### src/rtl/day10_light_solver.sv
// Day-10 light solver: accepts one machine description, walks every button
// subset in Gray-code order (one subset per cycle) keeping a single XOR
// accumulator and press count, and reports the minimum press count that
// lights exactly the target pattern. A running total of consumed results
// is kept for the puzzle answer.
module day10_light_solver #(
  parameter int MAX_NUM_LIGHTS    = 10,
  parameter int MAX_NUM_BUTTONS   = 13,
  parameter int MAX_NUM_BUTTONS_W = (MAX_NUM_BUTTONS <= 1 ? 1 : $clog2(MAX_NUM_BUTTONS + 1)),
  parameter int MAX_NUM_LIGHTS_W  = (MAX_NUM_LIGHTS <= 1 ? 1 : $clog2(MAX_NUM_LIGHTS + 1)),
  parameter int SUM_W             = 32
) (
  input  logic                         clk,
  input  logic                         rst_n,
  input  logic                         in_valid,
  output logic                         in_ready,
  input  logic [MAX_NUM_LIGHTS_W-1:0]  in_num_lights,
  input  logic [MAX_NUM_BUTTONS_W-1:0] in_num_buttons,
  input  logic [MAX_NUM_LIGHTS-1:0]    in_buttons [MAX_NUM_BUTTONS],
  input  logic [MAX_NUM_LIGHTS-1:0]    in_target,
  output logic                         out_valid,
  input  logic                         out_ready,
  output logic                         out_found,
  output logic [MAX_NUM_BUTTONS_W-1:0] out_min_presses,
  output logic                         busy,
  input  logic                         total_clear,
  output logic [SUM_W-1:0]             total_presses
);

  // Subset index is one bit wider than the button count so the final
  // subset 2^MAX_NUM_BUTTONS-1 is representable without wrapping.
  localparam int KW = MAX_NUM_BUTTONS + 1;

  // FINISH is a one-cycle settle stage that copies the search result into
  // the output registers, so DONE presents values that cannot move.
  typedef enum logic [1:0] {IDLE, SEARCH, FINISH, DONE} state_t;

  state_t                         state, state_next;
  logic [MAX_NUM_LIGHTS-1:0]      buttons_q [MAX_NUM_BUTTONS];
  logic [MAX_NUM_LIGHTS-1:0]      target_q, acc_q, light_mask;
  logic [MAX_NUM_BUTTONS_W-1:0]   num_buttons_q, cnt_q, min_q, flip_idx;
  logic [MAX_NUM_BUTTONS-1:0]     subset_q;
  logic [KW-1:0]                  k_q, k_inc, k_last;
  logic                           found_q, hit, accept, consume;
  logic                           out_found_q;
  logic [MAX_NUM_BUTTONS_W-1:0]   out_min_q;
  logic [SUM_W-1:0]               contrib;

  assign in_ready        = (state == IDLE);
  assign out_valid       = (state == DONE);
  assign busy            = (state != IDLE);
  assign accept          = in_valid && in_ready;
  assign consume         = out_valid && out_ready;
  assign out_found       = out_found_q;
  assign out_min_presses = out_min_q;
  assign contrib         = out_found_q ? SUM_W'(out_min_q) : '0;

  // Search helpers: mask of live lights, last subset index, Gray flip bit
  // (trailing zeros of k+1) and whether the current subset improves the best.
  always_comb begin
    // NOTE: every always_comb output gets a default first; a path that
    // leaves one unassigned would infer a latch.
    light_mask = MAX_NUM_LIGHTS'((32'd1 << in_num_lights) - 32'd1);
    k_last     = (KW'(1) << num_buttons_q) - KW'(1);
    k_inc      = k_q + KW'(1);
    flip_idx   = '0;
    for (int i = MAX_NUM_BUTTONS - 1; i >= 0; i--) begin
      if (k_inc[i]) flip_idx = MAX_NUM_BUTTONS_W'(i);
    end
    hit = (acc_q == target_q) && (!found_q || (cnt_q < min_q));
  end

  // Next-state logic.
  always_comb begin
    state_next = state;
    unique case (state)
      IDLE:    if (in_valid)         state_next = SEARCH;
      SEARCH:  if (k_q == k_last)    state_next = FINISH;
      FINISH:                        state_next = DONE;
      DONE:    if (out_ready)        state_next = IDLE;
      default:                       state_next = IDLE;
    endcase
  end

  // State register.
  always_ff @(posedge clk or negedge rst_n) begin
    // NOTE: sequential state always uses non-blocking (<=) so every register
    // samples pre-edge values regardless of statement order.
    if (!rst_n) state <= IDLE;
    else        state <= state_next;
  end

  // Machine capture and the per-cycle Gray-code walk.
  always_ff @(posedge clk or negedge rst_n) begin
    if (!rst_n) begin
      // NOTE: the button table is small and must be discarded on reset, so
      // it is reset like ordinary flops rather than left as uninitialised RAM.
      for (int b = 0; b < MAX_NUM_BUTTONS; b++) buttons_q[b] <= '0;
      target_q      <= '0;
      acc_q         <= '0;
      num_buttons_q <= '0;
      cnt_q         <= '0;
      min_q         <= '0;
      subset_q      <= '0;
      k_q           <= '0;
      found_q       <= 1'b0;
      out_found_q   <= 1'b0;
      out_min_q     <= '0;
    end else begin
      unique case (state)
        IDLE: if (accept) begin
          for (int b = 0; b < MAX_NUM_BUTTONS; b++)
            buttons_q[b] <= (b < 32'(in_num_buttons)) ? (in_buttons[b] & light_mask) : '0;
          target_q      <= in_target & light_mask;
          num_buttons_q <= in_num_buttons;
          acc_q         <= '0;
          cnt_q         <= '0;
          min_q         <= '0;
          subset_q      <= '0;
          k_q           <= '0;
          found_q       <= 1'b0;
        end
        SEARCH: begin
          if (hit) begin
            found_q <= 1'b1;
            min_q   <= cnt_q;
          end
          if (k_q != k_last) begin
            subset_q[flip_idx] <= ~subset_q[flip_idx];
            acc_q              <= acc_q ^ buttons_q[flip_idx];
            cnt_q              <= subset_q[flip_idx] ? cnt_q - MAX_NUM_BUTTONS_W'(1)
                                                     : cnt_q + MAX_NUM_BUTTONS_W'(1);
            k_q                <= k_inc;
          end
        end
        FINISH: begin
          out_found_q <= found_q;
          out_min_q   <= found_q ? min_q : '0;
        end
        DONE: if (out_ready) begin
          out_found_q <= 1'b0;
          out_min_q   <= '0;
        end
        default: ;
      endcase
    end
  end

  // Running total: clear takes effect first, then the consumed result adds.
  always_ff @(posedge clk or negedge rst_n) begin
    if (!rst_n)           total_presses <= '0;
    else if (consume)     total_presses <= (total_clear ? '0 : total_presses) + contrib;
    else if (total_clear) total_presses <= '0;
  end

endmodule

### config.mk
export PLATFORM = sky130hd
export DESIGN_NAME = day10_light_solver
export DESIGN_NICKNAME = d
export VERILOG_FILES = /design/src/rtl/day10_light_solver.sv
export SDC_FILE = /design/constraint.sdc
export NUM_CORES = 1
export LEC_CHECK = 0
export ABC_CLOCK_PERIOD_IN_PS = 6800
export BUFFER_PORTS_ARGS = -buffer_cell sky130_fd_sc_hd__buf_2
export CAP_MARGIN = 20
export CORE_MARGIN = 2
export CORE_UTILIZATION = 25
export DETAILED_ROUTE_END_ITERATION = 6
export PLACE_DENSITY = 0.47
export SLEW_MARGIN = 20
export SYNTH_ARGS = -nofsm -noshare
export SYNTH_HDL_FRONTEND = slang
export SYNTH_SLANG_ARGS = --single-unit
### constraint.sdc
create_clock -name clk -period 6.8 [get_ports clk]
set_input_delay 0.34 -clock clk [delete_from_list [all_inputs] [get_ports clk]]
set_output_delay 0.34 -clock clk [all_outputs]
set_load 0.01 [all_outputs]
==> results.cfg, run 1 <==
[global_route]
grt_max_degree = 219
grt_pass1_wl_microns = 67600
grt-ovfl-total = 0
antenna_found_initial = 0
track_usage = 0.164
grt_pass1_vias = 11139

[sta]
maxSlewViolCount = 0
tns_ps = 0
tightest_slew_ps = 1020
period_minus_slack_ps = 4890
fmax_ghz = 0.205
final_hold_viol_count = 0
fin_crit_sh = 0.719
rsz0062_at_grt = no
hold_slack_ps = 17.6
setup_viol = 0
skew_ps = 22.4
relSlewSlack = 0.318

[drt]
dr.first_iter.drc_count = 821
vias = 11224
first_pass_iters = 5
drc = 0
via_per_inst = 4.93
drt-total-wl_microns = 43800
routedWlPerCell_microns = 19.2
detail-route-antenna-nets = 0

[placed_design]
io_buffers = 192
dp.cells = 2181
dp.final_hpwl_microns = 31100
dpl_cell_area_sq_mm = 0.0142
gp_congestion = 0.837

[cts]
tritoncts = yes
clk_pin_slew_worst_paths_ps = 60
clock_sinks = 229
h-tree-depth = 1
postCtsSetupRepairBufs = 0
cts_hold_buf = 43
cts_buffer_depth = 3
clock_latency_ps = 580
cts_made_buffers = 29
cts_resized = 0
cts_root_buf = clkbuf_16

[min_path]
min_path_type = input pin to flip-flop
hold_depth = 2

[yosys]
synth_edf_count = 0
netlist_instances = 1409
avgSynthCellArea_sq_um = 9.03
synth_seq_cells = 229
syn_nets = 1580
synth.distinct_cells = 77
synthFlopType = dfrtp_1
yosysWarnings = 0
async_reset_ff_frac = 1.00
seq_area_frac_synth = 0.451
syn_area_sq_mm = 0.0127

[floorplanning]
design.core.area_sq_mm = 0.0502
rows = 82
start_util = 0.253
die_area_sq_mm = 0.0527
die_w_microns = 230
io_pins = 193
die_h_microns = 230

[run]
drv_cap = 0

[finish]
design_area_sq_mm = 0.0156
diodes = 0
finalCoreUtilization = 0.311
drive_gt1_frac = 0.176
area_delta_synth_final_pct = 22.7
stdcell_count = 2277
nets = 1754

[worst_setup_path]
crit_fanout = 17
cp.arrival_ps = 5370
endpoint_kind = flip-flop
cp.required_ps = 7280
reg2regPathDepth = 16
critPathLaunchType = flip-flop
path_class = flip-flop to flip-flop

[pwr]
peakVddDrop_uv = 277
cellPowerDensity_mw_per_mm2 = 403
p_leak_nw = 6.80

[run_status]
outcome = finished clean
registers in the layout, indices dropped and copies added (netlist names), 10 cells and up:
signal         count
total_presses     32
buttons_q        130
k_q               14
acc_q             10
subset_q          13
target_q          10
area by class of cell:
class	instances	area [sq um]
fill	5370	34600
sequential	229	5730
clock inverter	6	95.1
multi-input combinational	1051	6430
clock buffer	47	903
inverter	28	105
tap	672	841
timing repair buffer	244	1490
critical path, cell delays in order, from the launching register on:
cell	delay [ps]
dfrtp_1	540
ha_1	430
and3_1	400
a211oi_1	150
a41oi_2	310
nand2b_1	230
a21o_1	700
a21oi_1	210
a41oi_1	330
nand3_2	170
inv_1	110
ha_1	230
a21o_1	180
a21o_1	180
nand4_1	90
or4b_1	440
o211ai_1	90
cells in the final DEF (no fill, tap or decap), types with 15 or more instances in the layout:
cell type and instances:
nor2_1 81, or3_1 15, dfrtp_1 229, o31ai_1 21, xor2_1 22, ha_1 16
dlygate4sd3_1 43, nand4_1 16, a21o_1 18, xnor2_1 33, a32o_1 41, nor2b_1 23
nand2_1 205, inv_1 27, nand2b_1 18, buf_2 191, mux2i_1 65, nand3_1 126
clkbuf_16 29, o21ai_0 154, nor3_1 16, a31oi_1 23, a21oi_1 32
cell usage after synthesis, types with 3 or more instances:
cell	n	share of area
or2_2	4	0.0020
nand4b_1	4	0.0028
nand3b_1	4	0.0024
a22o_1	7	0.0048
nor4_1	4	0.0020
or4_1	4	0.0024
nor3b_1	5	0.0030
o21ai_0	154	0.061
a31oi_1	23	0.011
and3_1	5	0.0025
a211oi_1	4	0.0024
o21a_1	7	0.0041
and2_1	9	0.0044
nand4_1	16	0.0079
buf_4	11	0.0065
nor2b_1	24	0.012
a32o_1	41	0.032
mux2i_1	65	0.051
o211ai_1	6	0.0035
nand3_1	126	0.050
clkbuf_1	65	0.019
nor2_1	81	0.024
a21o_1	18	0.011
or3_1	15	0.0074
nor3_1	16	0.0063
inv_1	27	0.0080
nand2b_1	18	0.0089
ha_1	16	0.016
o22ai_1	12	0.0059
a31o_2	3	0.0021
buf_2	21	0.0083
xnor2_1	33	0.023
dfrtp_1	229	0.45
o31ai_1	21	0.012
xor2_1	22	0.015
nand2_1	206	0.061
a21oi_1	32	0.013
metrics by stage:
| step | power, mW | setup WS, ps |
|---|---|---|
| final | 6.29 | 1910 |
| after floorplan | 3.95 | 3080 |
| after global routing | 6.74 | 1510 |
| after global placement | 4.67 | 2140 |
| after detailed placement | 4.71 | 1970 |
| after CTS | 6.37 | 1950 |
power by group:
part,total [mW],internal (mW),switching [mW]
registers,2.15,1.79,0.359
logic,2.54,0.968,1.57
clock network,1.60,0.979,0.624
total,6.29,3.73,2.56
layer usage:
| layer | vias to the layer above | part of all wire | GRT usage |
|---|---|---|---|
| li1 | 5380 | - | - |
| met1 | 5472 | 0.46 | 0.229 |
| met2 | 309 | 0.46 | 0.261 |
| met3 | 63 | 0.046 | 0.0215 |
| met4 | 0 | 0.033 | 0.0542 |
| met5 | - | 0 | 0 |
final timing paths:
check | to | slack, ps | from
min in group asynchronous | buttons_q[74]$_DFFE_PN0P_ | 350 | rst_n
worst min-delay path | buttons_q[123]$_DFFE_PN0P_ | 20 | in_buttons[123]
worst max register to register | cnt_q[3]$_DFFE_PN0P_ | 1910 | k_q[0]$_DFFE_PN0P_
worst max-delay path | cnt_q[3]$_DFFE_PN0P_ | 1910 | k_q[0]$_DFFE_PN0P_
max in group asynchronous | buttons_q[16]$_DFFE_PN0P_ | 5170 | rst_n
worst min register to register | buttons_q[6]$_DFFE_PN0P_ | 470 | buttons_q[6]$_DFFE_PN0P_
logic make-up after synthesis:
logic type | share of synthesized area
mux | 0.0529
fa+ha+maj | 0.0189
flops | 0.451
xor+xnor | 0.0379
buf+inv | 0.0449
compound gates | 0.182
simple gates | 0.213
No activity file was read; power rests on OpenSTA's default activity.
==> inputs of run 2 (changes only) <==
--- a/config.mk
+++ b/config.mk
@@ -5,7 +5,7 @@
 export SDC_FILE = /design/constraint.sdc
 export NUM_CORES = 1
 export LEC_CHECK = 0
-export ABC_CLOCK_PERIOD_IN_PS = 6800
+export ABC_CLOCK_PERIOD_IN_PS = 4500
 export BUFFER_PORTS_ARGS = -buffer_cell sky130_fd_sc_hd__buf_2
 export CAP_MARGIN = 20
 export CORE_MARGIN = 2
==> constraint.sdc (replaced) <==
create_clock -name clk -period 4.5 [get_ports clk]
set_input_delay 0.225 -clock clk [delete_from_list [all_inputs] [get_ports clk]]
set_output_delay 0.225 -clock clk [all_outputs]
set_load 0.01 [all_outputs]
==> run 2 against run 1 <==
The flow now finishes with violations (DRC). Routed wire length is 2.5% higher. Sequential power is 48% higher. Via count is 3.8% higher. Worst hold slack better by 50 ps. Final cell count is 5.5% higher. Critical path depth stayed put. Fmax is 18% higher. Global-route usage is 0.69 points higher. Largest power group unchanged. Highest routed layer unchanged.
==> results.cfg, run 2 (synthesis results as in run 1) <==
[sta]
setup_slack_ps = 375
rsz0062_at_grt = no
final_hold_viol_count = 0
maxSlewViolCount = 0
skew_ps = 25.4
fmax_ghz = 0.242
tightest_slew_ps = 1080
hold_slack_ps = 67.6
period_minus_slack_ps = 4120
relSlewSlack = 0.281
fin_crit_sh = 0.917
tns_ps = 0
setup_viol = 0

[finish]
largest_reg_flops = 130
largest_register = buttons_q
stdcell_count = 2403
mostFrequentLayoutCell = dfrtp_1
final_cell_mix = dfrtp_1 (229), nand2_1 (205), buf_2 (191), o21ai_0 (154), dlygate4sd3_1 (142)
top_regs = buttons_q x130, total_presses x32, k_q x14
drive_gt1_frac = 0.178
finalCoreUtilization = 0.334
fill_cells = 5195
diodes = 0
design_area_sq_mm = 0.0168
nets = 1881
area_delta_synth_final_pct = 31.9

[cts]
clock_latency_ps = 580
cts_made_buffers = 28
clk_pin_slew_worst_paths_ps = 60
cts_buffer_depth = 3
cts_root_buf = clkbuf_16
h-tree-depth = 1
clock_sinks = 229
tritoncts = yes

[run_status]
violations = DRC
outcome = finished, violations left

[pwr]
cellPowerDensity_mw_per_mm2 = 579
p_leak_nw = 7.33
p_total_mw = 9.72
peakVddDrop_uv = 324

[global_route]
grt_max_degree = 98
use_met1 = 0.234
grtUsageMet2 = 0.283
grt_pass1_wl_microns = 70800
antenna_found_initial = 0
met3_usage = 0.0237
grt-ovfl-total = 0
grt_pass1_vias = 11886
grt.busiest_layer = met2
track_usage = 0.171

[drt]
detail-route-antenna-nets = 0
dr.first_iter.drc_count = 844
drt-total-wl_microns = 44900
via_per_inst = 4.85
drc = 1
vias = 11650
first_pass_iters = 7
routedWlPerCell_microns = 18.7

[worst_setup_path]
cpPeakStageDelay_ps = 480
cp.arrival_ps = 4600
cp_slowest_cell = dfrtp_1
crit_fanout = 10
path_class = flip-flop to flip-flop
cp.required_ps = 4980
endpoint_kind = flip-flop
path_cells = ha_1 > and3_1 > a31o_1 > and3_4 > and2_1 > nor2_1 > o211a_1 > o41ai_4 > nand3_2 > inv_1 > ha_1 > a21o_1 > a21o_1 > nand4_1 > or4b_1 > o211ai_1
critPathLaunchType = flip-flop

[placed_design]
dp.final_hpwl_microns = 31900
dp.cells = 2210
gp_congestion = 0.838
io_buffers = 192
pre_cts_ws_ps = 389
dpl_cell_area_sq_mm = 0.0144

[floorplanning]
die_h_microns = 230
die_area_sq_mm = 0.0527
die_w_microns = 230
rows = 82
start_util = 0.253
io_pins = 193
design.core.area_sq_mm = 0.0502

[run]
drv_cap = 0

[min_path]
min_path_type = input pin to flip-flop
run 2: area by class of cell:
type / count / area [sq um] / area share
multi-input cells: 1051 / 6430 / 0.383
flip-flops and latches: 229 / 5730 / 0.342
repair buffers: 372 / 2690 / 0.160
well taps: 672 / 841 / 0.0501
clock buffers: 43 / 837 / 0.0499
clock inverters: 8 / 144 / 0.00858
inverters: 28 / 105 / 0.00626
run 2: worst max-delay path, delay by kind of cell, from the launching register on:
family | cells | cell delay (ps)
compound gates | 6 | 1320
buf+inv | 1 | 100
simple gates | 7 | 1520
flops | 1 | 480
fa+ha+maj | 2 | 630
run 2: worst paths after layout:
path / slack, ps / startpoint / endpoint / cells after the start
min in group asynchronous: 200 / rst_n / buttons_q[74]$_DFFE_PN0P_ / 2
min reg2reg: 470 / buttons_q[13]$_DFFE_PN0P_ / buttons_q[13]$_DFFE_PN0P_ / 2
min: 70 / in_num_buttons[0] / num_buttons_q[0]$_DFFE_PN0P_ / 3
max in group asynchronous: 3130 / rst_n / buttons_q[11]$_DFFE_PN0P_ / 3
max reg2reg: 380 / k_q[1]$_DFFE_PN0P_ / cnt_q[3]$_DFFE_PN0P_ / 16
max: 380 / k_q[1]$_DFFE_PN0P_ / cnt_q[3]$_DFFE_PN0P_ / 16
run 2: repair_timing:
| action | 4_1_cts | 5_1_grt |
|---|---|---|
| resized for setup | 0 | 0 |
| hold endpoints to repair | 226 | 0 |
| hold buffers | 142 | 0 |
| buffers inserted | 0 | 0 |
run 2: where the power goes:
part	switching (mW)	total [mW]	internal [mW]
registers	0.488	3.19	2.70
logic	2.48	4.14	1.65
clock network	0.940	2.39	1.45
run 2: layer usage:
metal / vias to the layer above / part of all wire
li1: 5639 / -
met1: 5643 / 0.46
met2: 316 / 0.47
met3: 52 / 0.049
met4: 0 / 0.024
met5: - / 0
